--- src/rtl/fetch_stage_if.sv ---
// rtl/fetch_stage_if.sv - instruction-memory request/response interface for fetch_stage
interface fetch_stage_if #(
  parameter int XLEN = 32
);
  logic            ImemReqF;
  logic [XLEN-1:0] ImemAddrF;
  logic            ImemReadyF;
  logic [XLEN-1:0] ImemRdataF;

  modport master (
    output ImemReqF,
    output ImemAddrF,
    input  ImemReadyF,
    input  ImemRdataF
  );

  modport slave (
    input  ImemReqF,
    input  ImemAddrF,
    output ImemReadyF,
    output ImemRdataF
  );
endinterface

--- src/rtl/fetch_stage.sv ---
// rtl/fetch_stage.sv - IF stage with req/ready imem fetch, one-entry hold buffer, E-stage redirect (optional FETCH_MISALIGN_TRAP_EN)
module fetch_stage #(
  parameter int              XLEN         = 32,
  parameter logic [XLEN-1:0] RESET_VECTOR = 32'h0000_0000,
  parameter logic [XLEN-1:0] NOP_INSTR    = 32'h0000_0013
) (
  input  logic            clk,
  input  logic            reset_n,
  fetch_stage_if.master   imem,
  input  logic            i_StallD,
  input  logic            i_FlushD,
  input  logic            i_NeedBranchE,
  input  logic            i_JumpE,
  input  logic [XLEN-1:0] i_PCTargetE,
  output logic [XLEN-1:0] o_InstrD,
  output logic [XLEN-1:0] o_PCD,
  output logic [XLEN-1:0] o_PCPlus4D,
  output logic            o_ValidD,
  output logic            o_FetchBusyF,
  output logic            o_MisalignErrF
);

  typedef enum logic [2:0] {
    S_IDLE = 3'd0,
    S_REQ  = 3'd1,
    S_HOLD = 3'd2,
    S_DROP = 3'd3,
    S_HALT = 3'd4
  } state_t;

  state_t          r_state;
  state_t          w_next_state;
  logic [XLEN-1:0] r_pcf;
  logic [XLEN-1:0] r_req_addr;
  logic [XLEN-1:0] r_hold_buf;
  logic [XLEN-1:0] r_instr_d;
  logic [XLEN-1:0] r_pc_d;
  logic [XLEN-1:0] r_pcplus4_d;
  logic            r_valid_d;
  logic            r_misalign;
  logic            r_halt_pend;

  logic            w_redirect;
  logic [XLEN-1:0] w_target;
  logic            w_mis;
  logic            w_req;
  logic            w_fire;
  logic            w_adv;
  logic [XLEN-1:0] w_pcf_plus4;
  logic [XLEN-1:0] w_next_pcf;
  logic [XLEN-1:0] w_next_req_addr;
  logic            w_load;
  logic [XLEN-1:0] w_load_data;
  logic            w_capture;
  logic            w_next_halt_pend;
  logic            w_set_mis;

  assign w_redirect  = i_NeedBranchE | i_JumpE;
`ifdef FETCH_MISALIGN_TRAP_EN
  assign w_target    = i_PCTargetE;
  assign w_mis       = w_redirect & (|i_PCTargetE[1:0]);
`else
  // Without the trap, low target bits are simply ignored.
  assign w_target    = i_PCTargetE & ~XLEN'(3);
  assign w_mis       = 1'b0;
`endif
  assign w_req       = (r_state == S_REQ) || (r_state == S_DROP);
  assign w_fire      = w_req & imem.ImemReadyF;
  // A flush overrides a stall, so the fetched word is consumed (and bubbled).
  assign w_adv       = !i_StallD || i_FlushD;
  assign w_pcf_plus4 = r_pcf + XLEN'(4);

  assign imem.ImemReqF  = w_req;
  assign imem.ImemAddrF = r_req_addr;
  assign o_InstrD       = r_instr_d;
  assign o_PCD          = r_pc_d;
  assign o_PCPlus4D     = r_pcplus4_d;
  assign o_ValidD       = r_valid_d;
  assign o_MisalignErrF = r_misalign;
  assign o_FetchBusyF   = !((r_state == S_REQ) && w_fire) && !(r_state == S_HOLD);

  // Next-state, next-PC and IF/ID load decision.
  always_comb begin
    w_next_state     = r_state;
    w_next_pcf       = r_pcf;
    w_next_req_addr  = r_req_addr;
    w_load           = 1'b0;
    w_load_data      = imem.ImemRdataF;
    w_capture        = 1'b0;
    w_next_halt_pend = r_halt_pend;
    w_set_mis        = 1'b0;
    case (r_state)
      S_IDLE: w_next_state = S_REQ;
      S_REQ: begin
        if (w_fire && w_redirect) begin
          if (w_mis) begin
            w_set_mis    = 1'b1;
            w_next_state = S_HALT;
          end else begin
            w_next_pcf      = w_target;
            w_next_req_addr = w_target;
          end
        end else if (w_fire && w_adv) begin
          w_load          = 1'b1;
          w_next_pcf      = w_pcf_plus4;
          w_next_req_addr = w_pcf_plus4;
        end else if (w_fire) begin
          w_capture    = 1'b1;
          w_next_state = S_HOLD;
        end else if (w_redirect) begin
          // Request already on the bus must complete; its data is thrown away in DROP.
          w_next_state = S_DROP;
          if (w_mis) begin
            w_set_mis        = 1'b1;
            w_next_halt_pend = 1'b1;
          end else begin
            w_next_pcf = w_target;
          end
        end
      end
      S_HOLD: begin
        if (w_redirect) begin
          if (w_mis) begin
            w_set_mis    = 1'b1;
            w_next_state = S_HALT;
          end else begin
            w_next_pcf      = w_target;
            w_next_req_addr = w_target;
            w_next_state    = S_REQ;
          end
        end else if (w_adv) begin
          w_load          = 1'b1;
          w_load_data     = r_hold_buf;
          w_next_pcf      = w_pcf_plus4;
          w_next_req_addr = w_pcf_plus4;
          w_next_state    = S_REQ;
        end
      end
      S_DROP: begin
        if (w_redirect) begin
          if (w_mis) begin
            w_set_mis        = 1'b1;
            w_next_halt_pend = 1'b1;
          end else begin
            w_next_pcf = w_target;
          end
        end
        if (w_fire) begin
          w_next_req_addr = w_next_pcf;
          if (w_next_halt_pend) begin
            w_next_state = S_HALT;
          end else begin
            w_next_state = S_REQ;
          end
        end
      end
      S_HALT: w_next_state = S_HALT;
      default: w_next_state = S_IDLE;
    endcase
  end

  // FSM state, PC, request address, hold buffer and sticky error.
  always_ff @(posedge clk or negedge reset_n) begin
    if (!reset_n) begin
      r_state     <= S_IDLE;
      r_pcf       <= RESET_VECTOR;
      r_req_addr  <= RESET_VECTOR;
      r_hold_buf  <= '0;
      r_halt_pend <= 1'b0;
      r_misalign  <= 1'b0;
    end else begin
      r_state     <= w_next_state;
      r_pcf       <= w_next_pcf;
      r_req_addr  <= w_next_req_addr;
      r_halt_pend <= w_next_halt_pend;
      r_misalign  <= r_misalign | w_set_mis;
      if (w_capture) begin
        r_hold_buf <= imem.ImemRdataF;
      end
    end
  end

  // IF/ID register: bubble on flush/redirect, load on delivery, else hold or bubble.
  always_ff @(posedge clk or negedge reset_n) begin
    if (!reset_n) begin
      r_instr_d   <= NOP_INSTR;
      r_pc_d      <= '0;
      r_pcplus4_d <= '0;
      r_valid_d   <= 1'b0;
    end else if (w_redirect || i_FlushD) begin
      r_instr_d   <= NOP_INSTR;
      r_pc_d      <= '0;
      r_pcplus4_d <= '0;
      r_valid_d   <= 1'b0;
    end else if (w_load) begin
      r_instr_d   <= w_load_data;
      r_pc_d      <= r_pcf;
      r_pcplus4_d <= w_pcf_plus4;
      r_valid_d   <= 1'b1;
    end else if (!i_StallD) begin
      r_instr_d   <= NOP_INSTR;
      r_pc_d      <= '0;
      r_pcplus4_d <= '0;
      r_valid_d   <= 1'b0;
    end
  end

endmodule

--- src/flat_wrapper.sv ---
// flat-port wrapper written by rule: the top's interface ports become plain ports
module fetch_stage_flat 
#(
  parameter int              XLEN         = 32,
  parameter logic [XLEN-1:0] RESET_VECTOR = 32'h0000_0000,
  parameter logic [XLEN-1:0] NOP_INSTR    = 32'h0000_0013
)
  (clk, reset_n, i_StallD, i_FlushD, i_NeedBranchE, i_JumpE, i_PCTargetE, o_InstrD, o_PCD, o_PCPlus4D, o_ValidD, o_FetchBusyF, o_MisalignErrF, imem_ImemReqF, imem_ImemAddrF, imem_ImemReadyF, imem_ImemRdataF);
  fetch_stage_if #(.XLEN(XLEN)) imem_i ();
  input  logic clk;
  input  logic reset_n;
  input  logic i_StallD;
  input  logic i_FlushD;
  input  logic i_NeedBranchE;
  input  logic i_JumpE;
  input  logic [XLEN-1:0] i_PCTargetE;
  output logic [XLEN-1:0] o_InstrD;
  output logic [XLEN-1:0] o_PCD;
  output logic [XLEN-1:0] o_PCPlus4D;
  output logic o_ValidD;
  output logic o_FetchBusyF;
  output logic o_MisalignErrF;
  output wire logic [$bits(imem_i.ImemReqF)-1:0] imem_ImemReqF;
  output wire logic [$bits(imem_i.ImemAddrF)-1:0] imem_ImemAddrF;
  input wire logic [$bits(imem_i.ImemReadyF)-1:0] imem_ImemReadyF;
  input wire logic [$bits(imem_i.ImemRdataF)-1:0] imem_ImemRdataF;
  assign imem_ImemReqF = imem_i.ImemReqF;
  assign imem_ImemAddrF = imem_i.ImemAddrF;
  assign imem_i.ImemReadyF = imem_ImemReadyF;
  assign imem_i.ImemRdataF = imem_ImemRdataF;
  fetch_stage #(.XLEN(XLEN), .RESET_VECTOR(RESET_VECTOR), .NOP_INSTR(NOP_INSTR)) u_core (.clk(clk), .reset_n(reset_n), .imem(imem_i), .i_StallD(i_StallD), .i_FlushD(i_FlushD), .i_NeedBranchE(i_NeedBranchE), .i_JumpE(i_JumpE), .i_PCTargetE(i_PCTargetE), .o_InstrD(o_InstrD), .o_PCD(o_PCD), .o_PCPlus4D(o_PCPlus4D), .o_ValidD(o_ValidD), .o_FetchBusyF(o_FetchBusyF), .o_MisalignErrF(o_MisalignErrF));
endmodule
--- config.mk ---
export PLATFORM = sky130hd
export DESIGN_NAME = fetch_stage_flat
export DESIGN_NICKNAME = d
export VERILOG_FILES = /design/src/rtl/fetch_stage_if.sv /design/src/rtl/fetch_stage.sv /design/src/flat_wrapper.sv
export SDC_FILE = /design/constraint.sdc
export NUM_CORES = 1
export LEC_CHECK = 0
export ABC_AREA = 1
export BUFFER_PORTS_ARGS = -buffer_cell sky130_fd_sc_hd__buf_2
export CAP_MARGIN = 40
export CELL_PAD_IN_SITES_DETAIL_PLACEMENT = 2
export CELL_PAD_IN_SITES_GLOBAL_PLACEMENT = 2
export CORE_ASPECT_RATIO = 1.5
export CORE_MARGIN = 2
export CORE_UTILIZATION = 34
export CTS_CLUSTER_DIAMETER = 80
export DETAILED_ROUTE_END_ITERATION = 6
export HOLD_SLACK_MARGIN = 0.15
export PLACE_DENSITY = 0.91
export SKIP_LAST_GASP = 1
export SLEW_MARGIN = 10
export SYNTH_ARGS = -nofsm -noshare
export SYNTH_HDL_FRONTEND = slang
export SYNTH_SLANG_ARGS = --single-unit
--- constraint.sdc ---
create_clock -name clk -period 3.1 [get_ports clk]
set_clock_uncertainty 0.1 [all_clocks]
set_input_delay 0.31 -clock clk [delete_from_list [all_inputs] [get_ports clk]]
set_output_delay 0.31 -clock clk [all_outputs]
set_load 0.05 [all_outputs]
; ---- Yosys cells after proc, flatten, opt, wreduce, memory -nomap -nowiden
; Index checks and enable logic that the tools add are counted.
[classes]
n_bitwise = 2
mux = 44
reduce_logical = 15
addsub = 1
n_eq_ne = 12
[op_table]
columns = operator, n
row1 = 32-bit 2-to-1 mux, 20
row2 = 32-bit one-hot mux with 3 select lines, 2
row3 = "32-bit by 3-bit adder with 32-bit output, second input constant", 1
row4 = 3-bit 2-to-1 mux, 8
row5 = 3-bit one-hot mux with 5 select lines, 1
row6 = 1-bit 2-to-1 mux, 12
row7 = "3-bit by 1-bit != test with 1-bit output, second input constant", 3
row8 = "3-bit by 2-bit == test with 1-bit output, second input constant", 2
row9 = 5-bit AND reduction, 1
row10 = 1-bit logical AND, 4
row11 = "2-bit != test, second input constant", 2
row12 = "4-bit != test, second input constant", 1
row13 = 4-bit AND reduction, 1
row14 = "3-bit by 1-bit == test with 1-bit output, second input constant", 1
row15 = "3-bit == test, second input constant", 1
row16 = 1-bit logical NOT, 3
row17 = 3-bit logical NOT, 1
row18 = 1-bit logical OR, 3
row19 = "3-bit != test, second input constant", 1
row20 = 3-bit AND reduction, 1
row21 = 3-bit nonzero test, 1
row22 = "2-bit by 1-bit != test with 1-bit output, second input constant", 1
row23 = 1-bit one-hot mux with 2 select lines, 1
row24 = 1-bit AND, 1
row25 = 1-bit bitwise OR, 1
[totals]
out_inout_bits = 132
reg_bits = 197

; ---- Longest topological paths before layout
; Gate-level depths: netlist (run 1).
[logic_depth]
word_depth = 9
depth_mapped = 14

; ---- Least setup slack after synthesis (run 1)
; OpenSTA, ideal clock, no wires.
[synth_path]
path_kind = reg-to-reg
start = reg u_core.r_pcf[2]
end = reg u_core.r_pcf[24]
required_ns = 2.880
arrival_time_ns = 1.632
path_buffers = 0
setup_slack_ns = 1.247
setup_ns = 0.120
period_less_slack_ns = 1.853
stages_incl_launch_ff = 13
cell_sequence = dfrtp_1 -> ha_1 -> nand2_1 -> nor2_2 -> nand2_2 -> nor2_4 -> nand3_1 -> nand2_1 -> nand2_1 -> nand2_1 -> nand2_1 -> o21ai_1 -> nand2_1
[synth_via]
elab_chain_len = 4
elab_cells_between_ends = 6
cone_classes = 1 x add/sub / 5 x mux
[synth_lines]
columns = element, line_no
row1 = from (decl), fetch_stage.sv:33  ; logic [XLEN-1:0] r_pcf;
row2 = from (signal assigned), fetch_stage.sv:173  ; r_pcf <= w_next_pcf;
row3 = 32-bit by 3-bit adder with 32-bit output *, fetch_stage.sv:71  ; assign w_pcf_plus4 = r_pcf + XLEN'(4);
row4 = 32-bit 2-to-1 mux (on tied branches), "fetch_stage.sv:131, fetch_stage.sv:103"
row5 = 32-bit 2-to-1 mux (on tied branches), "fetch_stage.sv:122, fetch_stage.sv:95"
row6 = 32-bit one-hot mux with 3 select lines *, fetch_stage.sv:92  ; case (r_state)
; Every way passes the cells marked *; elsewhere a longest branch is shown, timed or not. The select of a mux whose other input is x is not followed.
; A chain may end at the register's enable or synchronous reset.

; ---- Worst setup path after layout (run 1)
[layout_path]
start = reg u_core.r_state[1]
end = reg u_core.r_req_addr[16] (netlist: u_core.imem.ImemAddrF[16])
[layout_via]
elab_chain_len = 6
elab_cells_between_ends = 14
cone_classes = 6 x eq/ne / 2 x mux / 1 x bitwise / 5 x reduce/logical
[layout_lines]
columns = element, line_no
row1 = from (decl), fetch_stage.sv:31  ; state_t r_state;
row2 = from (signal assigned), fetch_stage.sv:172  ; r_state <= w_next_state;
row3 = 3-bit by 1-bit == test with 1-bit output or 3-bit by 2-bit == test with 1-bit output (tied branches), "fetch_stage.sv:67, fetch_stage.sv:92"
row4 = 1-bit logical OR, fetch_stage.sv:67  ; assign w_req = (r_state == S_REQ) || (r_state == S_DROP);
row5 = 1-bit AND, fetch_stage.sv:68  ; assign w_fire = w_req & imem.ImemReadyF;
row6 = 1-bit logical AND (on tied branches), "fetch_stage.sv:103, fetch_stage.sv:95"
row7 = 3-bit != test (no line) or 32-bit 2-to-1 mux (tied branches), -
row8 = 4-bit AND reduction (no line) or 32-bit one-hot mux with 3 select lines (tied branches), -
row9 = to (signal assigned), fetch_stage.sv:174  ; r_req_addr <= w_next_req_addr;
row10 = to (decl), fetch_stage.sv:34  ; logic [XLEN-1:0] r_req_addr;
; Parallel ways exist; a longest one is shown, timed or not.

==> impl_metrics.toml, run 1 <==
[detailed_routing]
ant_nets = 0
firstDrtPassIters = 4
wl_per_cell_microns = 22.0
finalWirelength_microns = 46500
via_per_inst = 5.34
drtIter0Drc = 465
drc_errors = 0
vias = 11300

[synth]
ys_top_cells_by_area = "dfrtp_1 45%, nand2_1 19%, nor2_1 6.1%, o21ai_0 4.1%, o21ai_1 4.1%"
yosys.area.top_type = "dfrtp_1"
syn-cell-area_sq_um = 10700
synth-simple-area-share_pct = 31.4
synthAdderAreaFrac_pct = 0.117
synth_ff_type = "dfrtp_1"
synth.top_cell.area_share_pct = 44.7
synth_xor_area_share_pct = 1.04
yosysUniqueCellTypes = 45
synth_top_family_by_area = "simple AND/OR/NAND/NOR gates"
synth_edf_count = 0
netlist_instances = 1487
synth_mux_area_share_pct = 1.59
ys_seq_elements = 194
postSynth.asyncResetShare_pct = 100
ys_seq_area_share_pct = 45.4
syn_area_per_cell_sq_um = 7.20
synth_compound_area_share_pct = 13.5
synth_warnings = 0
synth_nets = 1559

[sta]
tightestPinTransition_ps = 807
tns_ps = 0
rsz0062_at_grt = "false"
hold_viol = 0
fmax_mhz = 383
drv_slew = 0
fin_crit_ps = 2610
max-slew-margin-rel_pct = 46.1
period_share_pct = 84.1
setup_violations = 0

[power_and_ir_drop]
ir_worst_vdd_mv = 0.459
p_leak_nw = 6.84
p_per_area_nw_per_um2 = 949

[job]
maxCapViolCount = 0

[cells_and_area]
fin_area_sq_um = 13000
fin_nets = 1761
nFillCells = 3682
seqCellArea_sq_um = 4860
area_growth_pct = 21.5
drive_gt1_share_pct = 17.9
multi_input_area_sq_um = 5110

[setup_path]
cp_cell_sequence = "inv_2 > nor2_4 > buf_4 > o21ai_2 > nor2_2 > nand2_4 > inv_2 > buf_4 > nand3_1 > nor2_1 > nor2_1"
crit_arrival_ps = 2870
worst-path-max-fanout = 21
crit_required_ps = 3360
r2r-start = "u_core.r_state[1]$_DFFE_PN0P_"
setup.worst_path.end_class = "register"
crit_type = "register to register"
startpoint = "u_core.r_state[1]$_DFFE_PN0P_"
critPathMaxStageDelay_ps = 390
critPathSlowestCell = "dfrtp_1"
critPathBufInv = 4
cp_top_family = "buffers and inverters"
cp-start-kind = "register"

[worst_hold_path]
hp-start = "i_PCTargetE[8]"
hold_class = "input pin to register"

[clocking]
clock-root-buffer = "clkbuf_16"
post_cts_buffers = 0
clockBufferDepth = 2
path_clk_slew_ps = 70
cts.sinks = 194
worstSkewPairLatency_ps = 480
tritoncts = "built"
numCtsBuffers = 17
htree_num_levels = 4

[die]
coreArea_sq_um = 31000
start_util_pct = 34.5
dieArea_sq_um = 32900
ios = 203
rows = 79
die_h_microns = 221
fp.dieW_microns = 149

[global_route]
gr-usage-all-layers_pct = 28.7
antenna_found_initial = 8
grt_overflow = 0
grt_pass1_vias = 13000
grt_max_degree = 91
grt_pass1_wl_microns = 73000

[placement]
post_dp_cell_area_sq_um = 12100
gp_congestion = 0.894
io_buffers = 199
place_hpwl_microns = 31800

[outcome]
outcome = "completed"
final cells by class:
type / count / area share, %
inverters: 86 / 2.52
multi-input cells: 1130 / 39.3
flip-flops and latches: 194 / 37.4
diodes: 6 / 0.115
repair buffers: 260 / 12.4
clock inverters: 13 / 0.962
clock buffers: 19 / 3.48
well taps: 405 / 3.90
Yosys cell counts (13+ instances only):
master and count:
nor2_1 174, dfrtp_1 191, a21oi_1 80, clkbuf_1 26
nand3_1 79, mux2i_1 17, buf_2 23, nand2_1 536
buf_4 13, inv_1 75, o21ai_1 87, o21ai_0 88
flip-flops by register name, summed over array words and instances, names as in the netlist:
register / flops
u_core.imem.ImemAddrF: 32
u_core.o_PCD: 30
u_core.o_ValidD: 1
u_core.r_hold_buf: 32
u_core.r_pcf: 32
u_core.o_InstrD: 32
u_core.r_state: 3
u_core.o_PCPlus4D: 32
timing repair:
item	CTS	global route
gates resized for setup	0	0
endpoints found under the hold margin	145	0
hold buffers	33	0
routing by layer:
layer	track usage (%)	part of all wire, %	vias up
li1	-	-	5160
met1	30.6	36	5732
met2	53.1	54	285
met3	5.32	4.9	100
met4	15.0	4.7	6
met5	0	0.084	-
layout by cell type (no fill, tap or decap), types with 33 or more instances in the layout:
cell type,n
inv_1,75
nand3_1,79
nor2_1,174
o21ai_0,88
buf_2,198
nand2_1,535
a21oi_1,80
dfrtp_1,191
o21ai_1,87
dlygate4sd3_1,33
report_power, final:
part           internal, W  total [W]  switching, W  leakage (nW)
Combinational      0.00158    0.00618       0.00460          4.02
Clock              0.00116    0.00229       0.00113         0.281
Sequential         0.00322    0.00387      0.000654          2.54
Total              0.00597     0.0123       0.00638          6.84
stage by stage:
stage | std cells | utilization, % | power [W] | hold slack (ps) | setup WS [ps]
final | 2113 | 41.9 | 0.0123 | 179 | 492
after global routing | 2112 | 41.9 | 0.0131 | 181 | 359
after CTS | 2107 | 41.8 | 0.0123 | 171 | 522
after detailed placement | 2042 | 38.9 | 0.00989 | 340 | 512
after global placement | 2042 | 38.9 | 0.00951 | 336 | 625
after floorplan | 1487 | - | 0.00779 | -85.6 | 1250
cell families after synthesis:
family,Yosys count
DFF,194
xor gates and xnor gates,11
adders and majority gates,1
other,1
muxes,17
and+or+nand+nor,822
buffers and inverters,163
AOI/OAI and AO/OA,278
final timing paths:
check,endpoint,slack [ps],cells past startpoint
worst max register to register,u_core.imem.ImemAddrF[16]$_DFFE_PN0P_,490,11
worst min-delay path,u_core.r_pcf[8]$_DFFE_PN0P_,180,5
min in group asynchronous,u_core.o_PCD[17]$_DFFE_PN0P_,380,2
max in group asynchronous,u_core.o_InstrD[28]$_DFFE_PN0P_,1700,3
worst min register to register,u_core.imem.ImemAddrF[26]$_DFFE_PN0P_,380,2
worst max-delay path,u_core.imem.ImemAddrF[16]$_DFFE_PN0P_,490,11
worst register-to-register path: stages (launching register included):
cell	delay (ps)
dfrtp_1	390
inv_2	70
nor2_4	160
buf_4	350
o21ai_2	200
nor2_2	170
nand2_4	60
inv_2	330
buf_4	310
nand3_1	130
nor2_1	170
nor2_1	70
(Power assumes the default switching activity.)
==> run 2, diff against run 1 <==
--- a/config.mk
+++ b/config.mk
@@ -12,11 +12,11 @@
 export CELL_PAD_IN_SITES_GLOBAL_PLACEMENT = 2
 export CORE_ASPECT_RATIO = 1.5
 export CORE_MARGIN = 2
-export CORE_UTILIZATION = 34
+export CORE_UTILIZATION = 31
 export CTS_CLUSTER_DIAMETER = 80
 export DETAILED_ROUTE_END_ITERATION = 6
 export HOLD_SLACK_MARGIN = 0.15
-export PLACE_DENSITY = 0.91
+export PLACE_DENSITY = 0.85
 export SKIP_LAST_GASP = 1
 export SLEW_MARGIN = 10
 export SYNTH_ARGS = -nofsm -noshare
==> constraint.sdc (replaced) <==
create_clock -name clk -period 2.6 [get_ports clk]
set_clock_uncertainty 0.1 [all_clocks]
set_input_delay 0.26 -clock clk [delete_from_list [all_inputs] [get_ports clk]]
set_output_delay 0.26 -clock clk [all_outputs]
set_load 0.05 [all_outputs]
==> impl_metrics.toml, run 2 (synthesis gave the netlist of run 1 again) <==
[global_route]
grt_pass1_wl_microns = 72900
antenna_found_initial = 1
grt_max_degree = 82
gr-usage-all-layers_pct = 26.3
grt_overflow = 0
grt_pass1_vias = 13100

[power_and_ir_drop]
switching_share_pct = 51.1
ir_worst_vdd_mv = 0.544
p_per_area_nw_per_um2 = 1100
power_switching_w = 0.00741
total_power_w = 0.0145
cellInternalPower_w = 0.00709
p_comb_share_pct = 49.6
p_seq_share_pct = 31.9
p_leak_nw = 6.91
clock_power_share_pct = 18.5

[setup_path]
path_common_cell = "nand2_1"
crit_required_ps = 2860
cp_top_family = "simple AND/OR/NAND/NOR gates"
critPathMaxStageDelay_ps = 460
regToRegSetupSlack_ps = 180
critPathSlowestCell = "dfrtp_1"
crit_type = "register to register"
crit_arrival_ps = 2670
critPathBufInv = 0
cp_cell_sequence = "ha_1 > nand2_1 > nor2_2 > nand2_2 > nor2_4 > nand3_1 > nand2_1 > nand2_1 > nand2_1 > nand2_1 > o21ai_1 > nand2_1"
worst-path-max-fanout = 6
setup.worst_path.end_class = "register"
cp-start-kind = "register"

[die]
die_h_microns = 232
start_util_pct = 31.3
fp.dieW_microns = 156
rows = 83
dieArea_sq_um = 36100
ios = 203
coreArea_sq_um = 34200

[outcome]
outcome = "completed"

[sta]
period_share_pct = 92.9
max-slew-margin-rel_pct = 58.8
fmax_mhz = 414
rsz0062_at_grt = "true"
tightestPinTransition_ps = 619
drv_slew = 0
hold_viol = 0
fin_ws_ps = 185
setup_violations = 0
fin_crit_ps = 2420

[placement]
io_buffers = 199
pre_cts_ws_ps = 158
gp_congestion = 0.883
place_hpwl_microns = 32000

[detailed_routing]
finalWirelength_microns = 46300
drc_errors = 0
vias = 11200
ant_nets = 0
drtIter0Drc = 403
firstDrtPassIters = 4
via_per_inst = 5.24
wl_per_cell_microns = 21.6

[job]
maxCapViolCount = 0

[cells_and_area]
layout_common_cells = "535 x nand2_1, 198 x buf_2, 191 x dfrtp_1"
area_growth_pct = 23.5
drive_gt1_share_pct = 17.9
fin_nets = 1782
final_common_cell = "nand2_1"
nFillCells = 4050

[clocking]
path_clk_slew_ps = 80
cts.sinks = 194
post_cts_buffers = 0
clockBufferDepth = 2
clock-root-buffer = "clkbuf_16"
htree_num_levels = 4
worstSkewPairLatency_ps = 470
tritoncts = "built"
numCtsBuffers = 17

[worst_hold_path]
hold_class = "input pin to register"
## run 2: final timing paths
check / to / cells past startpoint / startpoint
worst max-delay path: u_core.imem.ImemAddrF[24]$_DFFE_PN0P_ / 12 / u_core.r_pcf[2]$_DFFE_PN0P_
min in group asynchronous: u_core.o_InstrD[28]$_DFFE_PN0P_ / 2 / reset_n
worst min-delay path: u_core.r_pcf[17]$_DFFE_PN0P_ / 5 / i_PCTargetE[17]
worst max register to register: u_core.imem.ImemAddrF[24]$_DFFE_PN0P_ / 12 / u_core.r_pcf[2]$_DFFE_PN0P_
worst min register to register: u_core.o_PCPlus4D[19]$_DFFE_PN0P_ / 2 / u_core.o_PCPlus4D[19]$_DFFE_PN0P_
max in group asynchronous: u_core.o_InstrD[3]$_DFFE_PN0P_ / 3 / reset_n
## run 2: per-layer routing
layer | GRT usage, % | vias up | part of all wire, %
li1 | - | 5199 | -
met1 | 27.0 | 5651 | 37
met2 | 50.3 | 283 | 54
met3 | 4.66 | 113 | 4.3
met4 | 13.8 | 0 | 4.9
met5 | 0 | - | 0
## run 2: area by class of cell
class	count	area, sq um	share of cell area, %
multi-input combinational	1130	5120	38.7
sequential	194	4860	36.7
timing repair buffer	281	1830	13.8
tap	425	532	4.02
clock buffer	18	429	3.25
inverter	86	328	2.48
clock inverter	13	128	0.965
antenna	1	2.50	0.0189
## run 2: power by group through the flow
stage          combinational (W)  clock, W  sequential (W)
2_1_floorplan            0.00390         0         0.00538
3_3_place_gp             0.00676         0         0.00457
3_5_place_dp             0.00708         0         0.00464
4_1_cts                  0.00720   0.00273         0.00460
5_1_grt                  0.00792   0.00283         0.00472
6_report                 0.00720   0.00268         0.00463
## run 2: metrics by stage
step | hold WS, ps | util [%] | cell area (sq um) | setup TNS (ps) | instances
4_1_cts | 154 | 38.7 | 13200 | 0 | 2147
6_report | 157 | 38.7 | 13200 | 0 | 2148
3_3_place_gp | 205 | 35.7 | 12200 | 0 | 2069
2_1_floorplan | -136 | - | 10700 | 0 | 1487
5_1_grt | 205 | 38.7 | 13200 | -17.4 | 2148
3_5_place_dp | 211 | 35.7 | 12200 | 0 | 2069
## run 2: repair_timing
action                                  4_1_cts  5_1_grt
hold buffers                                 47        0
endpoints found under the hold margin       138        0
gates resized for setup                       0        2
endpoints found under the setup margin        0        7
## run 2: worst register-to-register path, stage by stage, from the launching register on
cell	delay, ps
dfrtp_1	460
ha_1	250
nand2_1	150
nor2_2	180
nand2_2	130
nor2_4	280
nand3_1	180
nand2_1	130
nand2_1	60
nand2_1	80
nand2_1	70
o21ai_1	170
nand2_1	60
